==> src/rtl/cpu_pkg.sv <==
// Shared encodings for the multicycle ARM-subset control path: FSM states, ALU ops,
// condition codes, data-processing commands and NZCV bit positions.
package cpu_pkg;

    localparam logic [3:0] ST_FETCH    = 4'd0;
    localparam logic [3:0] ST_DECODE   = 4'd1;
    localparam logic [3:0] ST_MEMADR   = 4'd2;
    localparam logic [3:0] ST_MEMRD    = 4'd3;
    localparam logic [3:0] ST_MEMWB    = 4'd4;
    localparam logic [3:0] ST_MEMWR    = 4'd5;
    localparam logic [3:0] ST_EXECUTER = 4'd6;
    localparam logic [3:0] ST_EXECUTEI = 4'd7;
    localparam logic [3:0] ST_ALUWB    = 4'd8;
    localparam logic [3:0] ST_BRANCH   = 4'd9;

    typedef enum logic [3:0] {
        FETCH    = ST_FETCH,
        DECODE   = ST_DECODE,
        MEMADR   = ST_MEMADR,
        MEMRD    = ST_MEMRD,
        MEMWB    = ST_MEMWB,
        MEMWR    = ST_MEMWR,
        EXECUTER = ST_EXECUTER,
        EXECUTEI = ST_EXECUTEI,
        ALUWB    = ST_ALUWB,
        BRANCH   = ST_BRANCH
    } state_t;

    localparam logic [2:0] ALU_ADD = 3'b000;
    localparam logic [2:0] ALU_SUB = 3'b001;
    localparam logic [2:0] ALU_AND = 3'b010;
    localparam logic [2:0] ALU_OR  = 3'b011;

    localparam logic [3:0] COND_EQ = 4'b0000;
    localparam logic [3:0] COND_NE = 4'b0001;
    localparam logic [3:0] COND_CS = 4'b0010;
    localparam logic [3:0] COND_CC = 4'b0011;
    localparam logic [3:0] COND_MI = 4'b0100;
    localparam logic [3:0] COND_PL = 4'b0101;
    localparam logic [3:0] COND_VS = 4'b0110;
    localparam logic [3:0] COND_VC = 4'b0111;
    localparam logic [3:0] COND_HI = 4'b1000;
    localparam logic [3:0] COND_LS = 4'b1001;
    localparam logic [3:0] COND_GE = 4'b1010;
    localparam logic [3:0] COND_LT = 4'b1011;
    localparam logic [3:0] COND_GT = 4'b1100;
    localparam logic [3:0] COND_LE = 4'b1101;
    localparam logic [3:0] COND_AL = 4'b1110;

    localparam logic [3:0] CMD_AND = 4'b0000;
    localparam logic [3:0] CMD_SUB = 4'b0010;
    localparam logic [3:0] CMD_ADD = 4'b0100;
    localparam logic [3:0] CMD_CMP = 4'b1010;
    localparam logic [3:0] CMD_ORR = 4'b1100;

    localparam int FLAG_N = 3;
    localparam int FLAG_Z = 2;
    localparam int FLAG_C = 1;
    localparam int FLAG_V = 0;

endpackage

==> src/rtl/mc_controller_if.sv <==
// Instruction fields and ALU flags into the controller, datapath controls out of it.
// master = controller side, slave = datapath side.
interface mc_controller_if;
    logic [3:0] Cond;
    logic [1:0] Op;
    logic [5:0] Funct;
    logic [3:0] Rd;
    logic [3:0] ALUFlags;
    logic       PCWrite;
    logic       MemWrite;
    logic       RegWrite;
    logic       IRWrite;
    logic       AdrSrc;
    logic       ALUSrcA;
    logic [1:0] ALUSrcB;
    logic [1:0] ResultSrc;
    logic [1:0] ImmSrc;
    logic [1:0] RegSrc;
    logic [2:0] ALUControl;

    modport master (
        input  Cond, Op, Funct, Rd, ALUFlags,
        output PCWrite, MemWrite, RegWrite, IRWrite, AdrSrc, ALUSrcA,
               ALUSrcB, ResultSrc, ImmSrc, RegSrc, ALUControl
    );

    modport slave (
        output Cond, Op, Funct, Rd, ALUFlags,
        input  PCWrite, MemWrite, RegWrite, IRWrite, AdrSrc, ALUSrcA,
               ALUSrcB, ResultSrc, ImmSrc, RegSrc, ALUControl
    );
endinterface

==> src/rtl/cond_check.sv <==
// ARM condition-code evaluation against the registered NZCV flags.
// Code 1111 is treated as never-execute.
module cond_check
    import cpu_pkg::*;
(
    input  logic [3:0] i_cond,
    input  logic [3:0] i_flags,
    output logic       o_cond_ex
);
    logic w_n, w_z, w_c, w_v;

    assign w_n = i_flags[FLAG_N];
    assign w_z = i_flags[FLAG_Z];
    assign w_c = i_flags[FLAG_C];
    assign w_v = i_flags[FLAG_V];

    always_comb begin
        o_cond_ex = 1'b0;
        case (i_cond)
            COND_EQ: o_cond_ex = w_z;
            COND_NE: o_cond_ex = ~w_z;
            COND_CS: o_cond_ex = w_c;
            COND_CC: o_cond_ex = ~w_c;
            COND_MI: o_cond_ex = w_n;
            COND_PL: o_cond_ex = ~w_n;
            COND_VS: o_cond_ex = w_v;
            COND_VC: o_cond_ex = ~w_v;
            COND_HI: o_cond_ex = w_c & ~w_z;
            COND_LS: o_cond_ex = ~w_c | w_z;
            COND_GE: o_cond_ex = (w_n == w_v);
            COND_LT: o_cond_ex = (w_n != w_v);
            COND_GT: o_cond_ex = ~w_z & (w_n == w_v);
            COND_LE: o_cond_ex = w_z | (w_n != w_v);
            COND_AL: o_cond_ex = 1'b1;
            default: o_cond_ex = 1'b0;
        endcase
    end
endmodule

==> src/rtl/mc_controller.sv <==
// Multicycle Moore control unit: instruction sequencing FSM, ALU decode, NZCV register
// and condition gating of every architectural write.
module mc_controller
    import cpu_pkg::*;
(
    input  logic                clk,
    input  logic                reset,
    mc_controller_if.master     bus,
    output state_t              o_state,
    output logic [3:0]          o_flags,
    output logic                o_cond_ex
);
    logic [3:0] r_state;
    logic [3:0] w_next;
    logic [3:0] w_dec_state;
    logic [3:0] r_flags;
    logic       r_cond_ex;
    logic       w_cond_ex;

    logic       w_i, w_s, w_u, w_l;
    logic [3:0] w_cmd;
    logic [2:0] w_alu_ctrl;
    logic       w_nowrite, w_legal, w_arith, w_rd_pc;

    logic       w_pc_write, w_mem_write, w_reg_write, w_ir_write, w_adr_src, w_alu_src_a;
    logic [1:0] w_alu_src_b, w_result_src, w_imm_src, w_reg_src;
    logic [2:0] w_alu_control;

    assign w_i     = bus.Funct[5];
    assign w_cmd   = bus.Funct[4:1];
    assign w_s     = bus.Funct[0];
    assign w_u     = bus.Funct[3];
    assign w_l     = bus.Funct[0];
    assign w_rd_pc = (bus.Rd == 4'd15);

    cond_check u_cond_check (
        .i_cond    (bus.Cond),
        .i_flags   (r_flags),
        .o_cond_ex (w_cond_ex)
    );

    always_comb begin
        w_alu_ctrl = ALU_ADD;
        w_nowrite  = 1'b1;
        w_legal    = 1'b0;
        w_arith    = 1'b0;
        case (w_cmd)
            CMD_ADD: begin w_alu_ctrl = ALU_ADD; w_nowrite = 1'b0; w_legal = 1'b1; w_arith = 1'b1; end
            CMD_SUB: begin w_alu_ctrl = ALU_SUB; w_nowrite = 1'b0; w_legal = 1'b1; w_arith = 1'b1; end
            CMD_AND: begin w_alu_ctrl = ALU_AND; w_nowrite = 1'b0; w_legal = 1'b1; end
            CMD_ORR: begin w_alu_ctrl = ALU_OR;  w_nowrite = 1'b0; w_legal = 1'b1; end
            CMD_CMP: begin w_alu_ctrl = ALU_SUB; w_legal = 1'b1; w_arith = 1'b1; end
            default: ;
        endcase
    end

    always_comb begin
        w_next = ST_FETCH;
        case (r_state)
            ST_FETCH:  w_next = ST_DECODE;
            ST_DECODE: begin
                case (bus.Op)
                    2'b00:   w_next = w_i ? ST_EXECUTEI : ST_EXECUTER;
                    2'b01:   w_next = ST_MEMADR;
                    2'b10:   w_next = ST_BRANCH;
                    default: w_next = ST_FETCH;
                endcase
            end
            ST_MEMADR:   w_next = w_l ? ST_MEMRD : ST_MEMWR;
            ST_MEMRD:    w_next = ST_MEMWB;
            ST_EXECUTER: w_next = ST_ALUWB;
            ST_EXECUTEI: w_next = ST_ALUWB;
            default:     w_next = ST_FETCH;
        endcase
    end

    always_ff @(posedge clk) begin
        if (reset) begin
            r_state   <= ST_FETCH;
            r_flags   <= 4'b0000;
            r_cond_ex <= 1'b0;
        end else begin
            r_state <= w_next;
            if (r_state == ST_DECODE)
                r_cond_ex <= w_cond_ex;
            // Logical ops leave C and V alone; unknown commands touch nothing.
            if ((r_state == ST_EXECUTER || r_state == ST_EXECUTEI) && w_s && r_cond_ex && w_legal) begin
                r_flags[3:2] <= bus.ALUFlags[3:2];
                if (w_arith)
                    r_flags[1:0] <= bus.ALUFlags[1:0];
            end
        end
    end

    // During reset the decode shows FETCH muxing; the enables are masked below.
    assign w_dec_state = reset ? ST_FETCH : r_state;

    always_comb begin
        w_pc_write    = 1'b0;
        w_mem_write   = 1'b0;
        w_reg_write   = 1'b0;
        w_ir_write    = 1'b0;
        w_adr_src     = 1'b0;
        w_alu_src_a   = 1'b0;
        w_alu_src_b   = 2'b00;
        w_result_src  = 2'b00;
        w_imm_src     = 2'b00;
        w_reg_src     = 2'b00;
        w_alu_control = ALU_ADD;
        case (w_dec_state)
            ST_FETCH: begin
                w_ir_write   = 1'b1;
                w_alu_src_a  = 1'b1;
                w_alu_src_b  = 2'b10;
                w_result_src = 2'b10;
                w_pc_write   = 1'b1;
            end
            ST_DECODE: begin
                w_alu_src_a = 1'b1;
                w_alu_src_b = 2'b10;
            end
            ST_MEMADR: begin
                w_alu_src_b   = 2'b01;
                w_imm_src     = 2'b01;
                w_alu_control = w_u ? ALU_ADD : ALU_SUB;
                w_reg_src     = {~w_l, 1'b0};
            end
            ST_MEMRD: w_adr_src = 1'b1;
            ST_MEMWR: begin
                w_adr_src   = 1'b1;
                w_mem_write = r_cond_ex;
                w_reg_src   = 2'b10;
            end
            ST_MEMWB: begin
                w_result_src = 2'b01;
                w_reg_write  = r_cond_ex;
            end
            ST_EXECUTER: w_alu_control = w_alu_ctrl;
            ST_EXECUTEI: begin
                w_alu_src_b   = 2'b01;
                w_alu_control = w_alu_ctrl;
            end
            ST_ALUWB: begin
                w_reg_write = r_cond_ex & ~w_nowrite & ~w_rd_pc;
                w_pc_write  = r_cond_ex & ~w_nowrite & w_rd_pc;
            end
            ST_BRANCH: begin
                w_alu_src_b  = 2'b01;
                w_imm_src    = 2'b10;
                w_reg_src    = 2'b01;
                w_result_src = 2'b10;
                w_pc_write   = r_cond_ex;
            end
            default: ;
        endcase
    end

    assign bus.PCWrite    = w_pc_write  & ~reset;
    assign bus.MemWrite   = w_mem_write & ~reset;
    assign bus.RegWrite   = w_reg_write & ~reset;
    assign bus.IRWrite    = w_ir_write  & ~reset;
    assign bus.AdrSrc     = w_adr_src;
    assign bus.ALUSrcA    = w_alu_src_a;
    assign bus.ALUSrcB    = w_alu_src_b;
    assign bus.ResultSrc  = w_result_src;
    assign bus.ImmSrc     = w_imm_src;
    assign bus.RegSrc     = w_reg_src;
    assign bus.ALUControl = w_alu_control;

    assign o_state   = state_t'(r_state);
    assign o_flags   = r_flags;
    assign o_cond_ex = r_cond_ex;
endmodule

==> src/flat_wrapper.sv <==
// flat-port wrapper written by rule: the top's interface ports become plain ports
module mc_controller_flat import cpu_pkg::*;
  (clk, reset, o_state, o_flags, o_cond_ex, bus_Cond, bus_Op, bus_Funct, bus_Rd, bus_ALUFlags, bus_PCWrite, bus_MemWrite, bus_RegWrite, bus_IRWrite, bus_AdrSrc, bus_ALUSrcA, bus_ALUSrcB, bus_ResultSrc, bus_ImmSrc, bus_RegSrc, bus_ALUControl);
  mc_controller_if bus_i ();
  input  logic clk;
  input  logic reset;
  output state_t o_state;
  output logic [3:0] o_flags;
  output logic o_cond_ex;
  input wire logic [$bits(bus_i.Cond)-1:0] bus_Cond;
  input wire logic [$bits(bus_i.Op)-1:0] bus_Op;
  input wire logic [$bits(bus_i.Funct)-1:0] bus_Funct;
  input wire logic [$bits(bus_i.Rd)-1:0] bus_Rd;
  input wire logic [$bits(bus_i.ALUFlags)-1:0] bus_ALUFlags;
  output wire logic [$bits(bus_i.PCWrite)-1:0] bus_PCWrite;
  output wire logic [$bits(bus_i.MemWrite)-1:0] bus_MemWrite;
  output wire logic [$bits(bus_i.RegWrite)-1:0] bus_RegWrite;
  output wire logic [$bits(bus_i.IRWrite)-1:0] bus_IRWrite;
  output wire logic [$bits(bus_i.AdrSrc)-1:0] bus_AdrSrc;
  output wire logic [$bits(bus_i.ALUSrcA)-1:0] bus_ALUSrcA;
  output wire logic [$bits(bus_i.ALUSrcB)-1:0] bus_ALUSrcB;
  output wire logic [$bits(bus_i.ResultSrc)-1:0] bus_ResultSrc;
  output wire logic [$bits(bus_i.ImmSrc)-1:0] bus_ImmSrc;
  output wire logic [$bits(bus_i.RegSrc)-1:0] bus_RegSrc;
  output wire logic [$bits(bus_i.ALUControl)-1:0] bus_ALUControl;
  assign bus_i.Cond = bus_Cond;
  assign bus_i.Op = bus_Op;
  assign bus_i.Funct = bus_Funct;
  assign bus_i.Rd = bus_Rd;
  assign bus_i.ALUFlags = bus_ALUFlags;
  assign bus_PCWrite = bus_i.PCWrite;
  assign bus_MemWrite = bus_i.MemWrite;
  assign bus_RegWrite = bus_i.RegWrite;
  assign bus_IRWrite = bus_i.IRWrite;
  assign bus_AdrSrc = bus_i.AdrSrc;
  assign bus_ALUSrcA = bus_i.ALUSrcA;
  assign bus_ALUSrcB = bus_i.ALUSrcB;
  assign bus_ResultSrc = bus_i.ResultSrc;
  assign bus_ImmSrc = bus_i.ImmSrc;
  assign bus_RegSrc = bus_i.RegSrc;
  assign bus_ALUControl = bus_i.ALUControl;
  mc_controller u_core (.clk(clk), .reset(reset), .bus(bus_i), .o_state(o_state), .o_flags(o_flags), .o_cond_ex(o_cond_ex));
endmodule
==> config.mk <==
export PLATFORM = sky130hd
export DESIGN_NAME = mc_controller_flat
export DESIGN_NICKNAME = d
export VERILOG_FILES = /design/src/rtl/cpu_pkg.sv /design/src/rtl/mc_controller_if.sv /design/src/rtl/cond_check.sv /design/src/rtl/mc_controller.sv /design/src/flat_wrapper.sv
export SDC_FILE = /design/constraint.sdc
export NUM_CORES = 1
export LEC_CHECK = 0
export CAP_MARGIN = 20
export CORE_AREA = 2 2 55 57
export CTS_CLUSTER_DIAMETER = 120
export CTS_CLUSTER_SIZE = 12
export DETAILED_ROUTE_END_ITERATION = 16
export DIE_AREA = 0 0 57 59
export GPL_TIMING_DRIVEN = 0
export PLACE_DENSITY = 0.7
export SLEW_MARGIN = 10
export SYNTH_ARGS = -nofsm -noshare
export SYNTH_HDL_FRONTEND = slang
export SYNTH_SLANG_ARGS = --single-unit
==> constraint.sdc <==
create_clock -name clk -period 5.1 [get_ports clk]
set_input_delay 1.53 -clock clk [delete_from_list [all_inputs] [get_ports clk]]
set_output_delay 1.53 -clock clk [all_outputs]
set_load 0.01 [all_outputs]
==> results of run 1 <==
cell usage after synthesis, drive strengths merged, types with 2 or more instances:
| cell type | instances |
|---|---|
| or2 | 4 |
| nand4 | 3 |
| dfxtp | 9 |
| nand3 | 2 |
| mux2i | 6 |
| nand4b | 3 |
| and2 | 2 |
| nor3 | 9 |
| or3b | 3 |
| xnor2 | 4 |
| nand2b | 8 |
| buf | 4 |
| or4b | 2 |
| nand3b | 3 |
| nor4 | 3 |
| nor2 | 10 |
| nand2 | 10 |
| clkbuf | 8 |
| o22ai | 4 |
| inv | 3 |
| o21ai | 3 |
| nand4bb | 2 |
| nor4b | 2 |
| a21oi | 9 |
registers in the layout (all words and copies together), names as in the netlist:
| register | cells |
|---|---|
| u_core.o_state | 4 |
| u_core.o_flags | 4 |
| u_core.o_cond_ex | 1 |
power groups by stage:
| stage | Clock [mW] | Combinational [mW] | Sequential, mW |
|---|---|---|---|
| floorplan | 0 | 0.0435 | 0.0781 |
| global placement | 0 | 0.0852 | 0.0775 |
| detailed placement | 0 | 0.0871 | 0.0776 |
| CTS | 0.0554 | 0.0873 | 0.0760 |
| global route | 0.0594 | 0.0959 | 0.0762 |
| finish | 0.0540 | 0.0875 | 0.0760 |
worst reg2reg max path, stage by stage (launching register included):
cell and delay (ns):
dfxtp_1 0.31, clkbuf_1 0.20, nor4b_1 0.49, o22ai_1 0.14, nor4_1 0.26, a311oi_1 0.12
cell families (layout without fill, tap and decap cells):
| kind of cell | Yosys count | after routing | synth area share |
|---|---|---|---|
| AOI/OAI and AO/OA | 26 | 26 | 0.1924 |
| buffers and inverters | 15 | 64 | 0.06414 |
| muxes | 6 | 6 | 0.06283 |
| DFF | 9 | 9 | 0.1885 |
| and+or+nand+nor | 71 | 71 | 0.4516 |
| other | 1 | 1 | 0.003923 |
| xor gates and xnor gates | 4 | 4 | 0.03665 |
metal layers:
layer	vias to the layer above	track usage	routed length [um]
met2	48	0.3153	1350
met1	535	0.1898	1171
met3	6	0.04148	227
li1	588	-	-
met5	-	0	0
met4	0	0.05648	50
layout make-up:
class	instances	share of cell area
Clock inverter	1	0.003398
Sequential cell	9	0.1223
Clock buffer	3	0.01529
Tap cell	31	0.02634
Multi-Input combinational cell	108	0.4851
Inverter	3	0.007647
Buffer	12	0.03398
Timing Repair Buffer	45	0.3059
metrics by stage:
stage	power [mW]	hold slack [ns]
floorplan	0.1216	0.5684
global placement	0.1627	0.5661
detailed placement	0.1647	0.5733
CTS	0.2187	0.5924
global route	0.2315	0.6419
finish	0.2175	0.5814
path summary, 6_finish.rpt:
check / from / depth (start not counted) / slack [ns] / endpoint
max: reset / 7 / 0.31 / bus_ALUControl[0]
min: u_core.o_flags[1] / 2 / 0.58 / u_core.o_flags[1]
max reg2reg: u_core.o_state[1] / 5 / 3.44 / u_core.o_cond_ex
min reg2reg: u_core.o_flags[1] / 2 / 0.58 / u_core.o_flags[1]
==> summary.md, run 1 <==
| Metric | Value |
|---|---|
| Outcome | finished, final reports clean |
| Highest-count cells in the layout ignoring fill and taps | clkdlybuf4s50_1 (45), nor2_1 (10), nand2_1 (10) |
| CP Cell Sequence | clkbuf_1 > or2_2 > clkbuf_1 > nor3_1 > a21oi_1 > o22ai_1 > clkdlybuf4s50_1 |
| I/O Pins | 48 |
| Critical path peak fanout | 8 |
| Placeable core region | 2710 sq um |
| Number of nets in the layout | 204 |
| Max stage delay on crit path | 0.56 ns |
| Summed negative setup slack over all endpoints | 0 ns |
| Pwr/cell area | 147.7 nW/um^2 |
| Post-synth net total | 154 |
| # Max-Cap Violations | 0 |
| Count of hold buffers inserted by post-cts repair | 0 |
| Final worst setup slack | 0.3075 ns |
| Starting density of the core | 0.3527 |
| Unrepaired setup endpoints after global routing | false |
| Max Clock Freq | 208.7 MHz |
| Vias after detailed routing | 1177 |
| TritonCTS clock tree | built |
| Distinct cell type count after synthesis | 43 |
| Clock latency on the worst-skew pair | 0.26 ns |
| Net switching fraction of the power | 0.3208 |
| Fraction of the cycle the final worst path needs | 0.9397 |
| Routed Antenna Nets | 0 |
| Final core area utilization | 0.5434 |
| Antenna violations before repair | 0 |
| Critical path's top delay family | buffers and inverters |
| Area occupied by multi-input gates | 714.4 sq um |
| Biggest area contributors in the synthesized netlist | dfxtp_1 (19%), mux2i_1 (6.3%), nand2b_1 (5.2%), a21oi_1 (4.7%), nor3_1 (4.7%) |
| Category of the critical setup timing path | input port to output pin |
| Combinational Power Share | 0.402 |
| Fraction of the yosys area taken by sequential cells | 0.1885 |
| Cell area after placement | 1445 sq um |
| Horizontal extent of the die | 57 um |
| Via count of the first global-routing pass | 1088 |
| Pin count of the biggest net entering global routing | 11 |
| Via-to-Cell Ratio | 5.552 |
| Total track usage | 0.1698 |
| Internal power | 0.1477 mW |
| Clock Sinks | 9 |
| Total count of hold-check failures in the final report | 0 |
| GRT Residual Overflow | 0 |
| Ys flop type | dfxtp_1 |
| Seq pwr share | 0.349 |
| Leading area contributor after synthesis | dfxtp_1 |
| Buffers on Ports | 45 |
| Num rows | 19 |
| Power share of the clock group | 0.249 |
| Crit-path slowest cell | clkdlybuf4s50_1 |
| Final non-filler cell area | 1473 sq um |
| Endpoints failing setup | 0 |
| CP required | 3.57 ns |
| Switching Power | 0.06977 mW |
| Most common library cell in the layout ignoring fill and taps | clkdlybuf4s50_1 |
| Seq cells post-synth | 9 |
| Final std cells w/o fill | 212 |
| Die Height | 59 um |
| Worst vdd rail ir drop | 0.1250 mV |
| Proportion of synthesized flip-flops having asynchronous set or reset | 0 |
| Count of yosys warnings during synthesis | 0 |
| Sum of net half-perimeters after detailed placement | 2.295 mm |
| Number of enable-type register cells in the synthesized netlist | 0 |
| Count of buffers added by post-CTS timing repair for setup | 0 |
| Cell count after placement | 208 |
| Number of instances in the synthesized netlist | 132 |
| Sort of element at the end of the critical path | output pin |
| DRT Wirelength | 2.800 mm |
| Drt first-iter violations | 26 |
| Cell area after synthesis | 955.9 sq um |
| Clock root buffer | clkbuf_4 |
| Average footprint of a synthesized cell | 7.242 sq um |
| Maximum buffer depth of the clock tree | 2 |
| H-Tree Level Count | 1 |
| Total die area | 3363 sq um |
| Nature of the critical path startpoint | input port |
| Number of detailed-route iterations in the first pass | 4 |
| Share of layout cells above drive strength 1 | 0.07182 |
| Slew Limit Fails | 0 |
| Cell repeated most along the worst path | clkbuf_1 |
| Shortest clock period the worst path allows after layout | 4.793 ns |
| Sequential cell area | 180.2 sq um |
| Last weighted congestion value of the routability-driven placer | 0.8452 |
| Clock transition at the register clock pins on the worst setup and hold paths after CTS | 0.06 ns |
| First-pass GRT wire length | 4.650 mm |
| Count of filler cells inserted in the layout | 278 |
| Gates resized, CTS repair | 0 |
| Routed wire per std cell | 13.21 um |
| Area delta synth->final | 54.06% |
| Number of buffers added by the clock tree synthesis step | 3 |
| Data arrival time of the critical path | 3.26 ns |
| Number of DRC violations after detailed routing | 0 |
| Proportion of netlist area held by the largest area contributor | 0.1885 |
| Lkg Pwr | 0.4849 nW |
| Antenna diodes | 0 |
| Post-Place Setup Slack | 0.3101 ns |
| CP bufs+invs | 3 |
| Final setup skew | 0.005262 ns |
| Type of the worst min-delay path | flip-flop to flip-flop |
No activity file was read; power rests on OpenSTA's default activity.
==> inputs of run 2 (changes only) <==
--- a/config.mk
+++ b/config.mk
@@ -6,11 +6,11 @@
 export NUM_CORES = 1
 export LEC_CHECK = 0
 export CAP_MARGIN = 20
-export CORE_AREA = 2 2 55 57
+export CORE_AREA = 2 2 40 78
 export CTS_CLUSTER_DIAMETER = 120
 export CTS_CLUSTER_SIZE = 12
 export DETAILED_ROUTE_END_ITERATION = 16
-export DIE_AREA = 0 0 57 59
+export DIE_AREA = 0 0 42 80
 export GPL_TIMING_DRIVEN = 0
 export PLACE_DENSITY = 0.7
 export SLEW_MARGIN = 10
==> summary.md, run 2 (synthesis results as in run 1) <==
| Metric | Value |
|---|---|
| Crit-path slowest cell | clkdlybuf4s50_1 (unchanged) |
| Most common library cell in the layout ignoring fill and taps | clkdlybuf4s50_1 (unchanged) |
| Worst vdd rail ir drop | 0.1518 mV (was 0.1250 mV) |
| Pwr/cell area | 166.4 nW/um^2 (was 147.7 nW/um^2) |
| Unrepaired setup endpoints after global routing | false (unchanged) |
| Via-to-Cell Ratio | 5.590 (was 5.552) |
| CP required | 3.57 ns (about the same) |
| Final std cells w/o fill | 210 (was 212) |
| Cell area after placement | 1443 sq um (was 1445 sq um) |
| Number of nets in the layout | 204 (unchanged) |
| Final setup skew | 0.0004367 ns (was 0.005262 ns) |
| Data arrival time of the critical path | 3.26 ns (about the same) |
| Clock root buffer | clkbuf_8 (was clkbuf_4) |
| Die Height | 80 um (was 59 um) |
| Vias after detailed routing | 1174 (was 1177) |
| Sum of net half-perimeters after detailed placement | 2.346 mm (was 2.295 mm) |
| Summed negative setup slack over all endpoints | 0 ns (unchanged) |
| Number of detailed-route iterations in the first pass | 4 (unchanged) |
| Post-Place Setup Slack | 0.3187 ns (was 0.3101 ns) |
| Drt first-iter violations | 23 (was 26) |
| Sort of element at the end of the critical path | output pin (unchanged) |
| Num rows | 27 (was 19) |
| Minimum hold slack | 0.5784 ns (was 0.5814 ns) |
| Type of the worst min-delay path | flip-flop to flip-flop (unchanged) |
| Last weighted congestion value of the routability-driven placer | 0.8573 (was 0.8452) |
| Final non-filler cell area | 1488 sq um (was 1473 sq um) |
| Nature of the critical path startpoint | input port (unchanged) |
| Worst Tran Pin Value | 0.5024 ns |
| Critical path peak fanout | 8 (unchanged) |
| TritonCTS clock tree | built (unchanged) |
| Cell count after placement | 206 (was 208) |
| Antenna diodes | 0 (unchanged) |
| Total count of hold-check failures in the final report | 0 (unchanged) |
| # Max-Cap Violations | 0 (unchanged) |
| Total die area | 3360 sq um (was 3363 sq um) |
| Gates resized, CTS repair | 0 (unchanged) |
| CP Cell Sequence | clkdlybuf4s50_1 > a21oi_1 > nand4b_1 > nand2b_1 > a21oi_1 > clkdlybuf4s50_1 (was clkbuf_1 > or2_2 > clkbuf_1 > nor3_1 > a21oi_1 > o22ai_1 > clkdlybuf4s50_1) |
| Count of hold buffers inserted by post-cts repair | 0 (unchanged) |
| Category of the critical setup timing path | input port to output pin (unchanged) |
| Count of buffers added by post-CTS timing repair for setup | 0 (unchanged) |
| Shortest clock period the worst path allows after layout | 4.789 ns (was 4.793 ns) |
| Buffers on Ports | 45 (unchanged) |
| Critical path's top delay family | buffers and inverters (unchanged) |
| Area delta synth->final | 55.63% (was 54.06%) |
| H-Tree Level Count | 1 (unchanged) |
| Pin count of the biggest net entering global routing | 11 (unchanged) |
| Outcome | finished, final reports clean (unchanged) |
| Endpoints failing setup | 0 (unchanged) |
| Clock Sinks | 9 (unchanged) |
| Final core area utilization | 0.5437 (was 0.5434) |
| Max Clock Freq | 208.8 MHz (was 208.7 MHz) |
| Max stage delay on crit path | 0.55 ns (was 0.56 ns) |
| Clock latency on the worst-skew pair | 0.23 ns (was 0.26 ns) |
| DRT Wirelength | 2.948 mm (was 2.800 mm) |
| Placeable core region | 2736 sq um (was 2710 sq um) |
| GRT Residual Overflow | 0 (unchanged) |
| Slew Limit Fails | 0 (unchanged) |
| I/O Pins | 48 (unchanged) |
| Final worst setup slack | 0.3113 ns (was 0.3075 ns) |
| Routed Antenna Nets | 0 (unchanged) |
| Number of DRC violations after detailed routing | 0 (unchanged) |
| First-pass GRT wire length | 4.899 mm (was 4.650 mm) |
| CP bufs+invs | 2 (was 3) |
| Clock transition at the register clock pins on the worst setup and hold paths after CTS | 0.04 ns (was 0.06 ns) |
| Total power of the final layout | 0.2476 mW (was 0.2175 mW) |
| Highest-count cells in the layout ignoring fill and taps | clkdlybuf4s50_1 (45), nor2_1 (10), nand2_1 (10) (unchanged) |
| Number of buffers added by the clock tree synthesis step | 3 (unchanged) |
| Lkg Pwr | 0.4899 nW (was 0.4849 nW) |
| Antenna violations before repair | 0 (unchanged) |
| Fraction of the cycle the final worst path needs | 0.9390 (was 0.9397) |
| Share of layout cells above drive strength 1 | 0.06630 (was 0.07182) |
| Horizontal extent of the die | 42 um (was 57 um) |
| Routed wire per std cell | 14.04 um (was 13.21 um) |
| Maximum buffer depth of the clock tree | 2 (unchanged) |
| Total track usage | 0.1859 (was 0.1698) |
| Worst rel slew slack | 0.6603 |
| Starting density of the core | 0.3493 (was 0.3527) |
| Via count of the first global-routing pass | 1176 (was 1088) |
==> run 2: power breakdown <==
group	total (mW)	internal (mW)	leakage, nW	switching, mW
clock network	0.0835	0.0545	0.0228	0.0289
logic	0.0877	0.0458	0.394	0.0419
registers	0.0765	0.0733	0.0732	0.00315
total	0.248	0.174	0.490	0.0740
==> run 2: metal layers <==
layer  vias up  track usage  part of all wire
met1       542       0.1764              0.38
met3         8      0.03620             0.050
met5         -            0                 0
met4         0       0.1032             0.030
met2        39       0.3563              0.54
li1        585            -                 -
==> run 2: final cells by class <==
cell class | instances | area, sq um
sequential | 9 | 180.2
clock buffer | 4 | 45.04
inverter | 3 | 11.26
multi-input combinational | 108 | 714.4
tap | 29 | 36.28
fill | 256 | 1249
buffer | 12 | 50.05
timing repair buffer | 45 | 450.4
==> run 2: tightest hold or removal path: stages, from the launching register on <==
cell,delay [ns]
dfxtp_1,0.34
mux2i_1,0.14
nor2_1,0.05
==> run 2: path summary, 6_finish.rpt <==
check / endpoint / depth (start not counted) / start / slack, ns
worst max register to register: u_core.o_cond_ex / 5 / u_core.o_state[1] / 3.41
worst min register to register: u_core.o_flags[1] / 2 / u_core.o_flags[1] / 0.58
worst min-delay path: u_core.o_flags[1] / 2 / u_core.o_flags[1] / 0.58
worst max-delay path: bus_RegWrite / 6 / bus_Funct[3] / 0.31
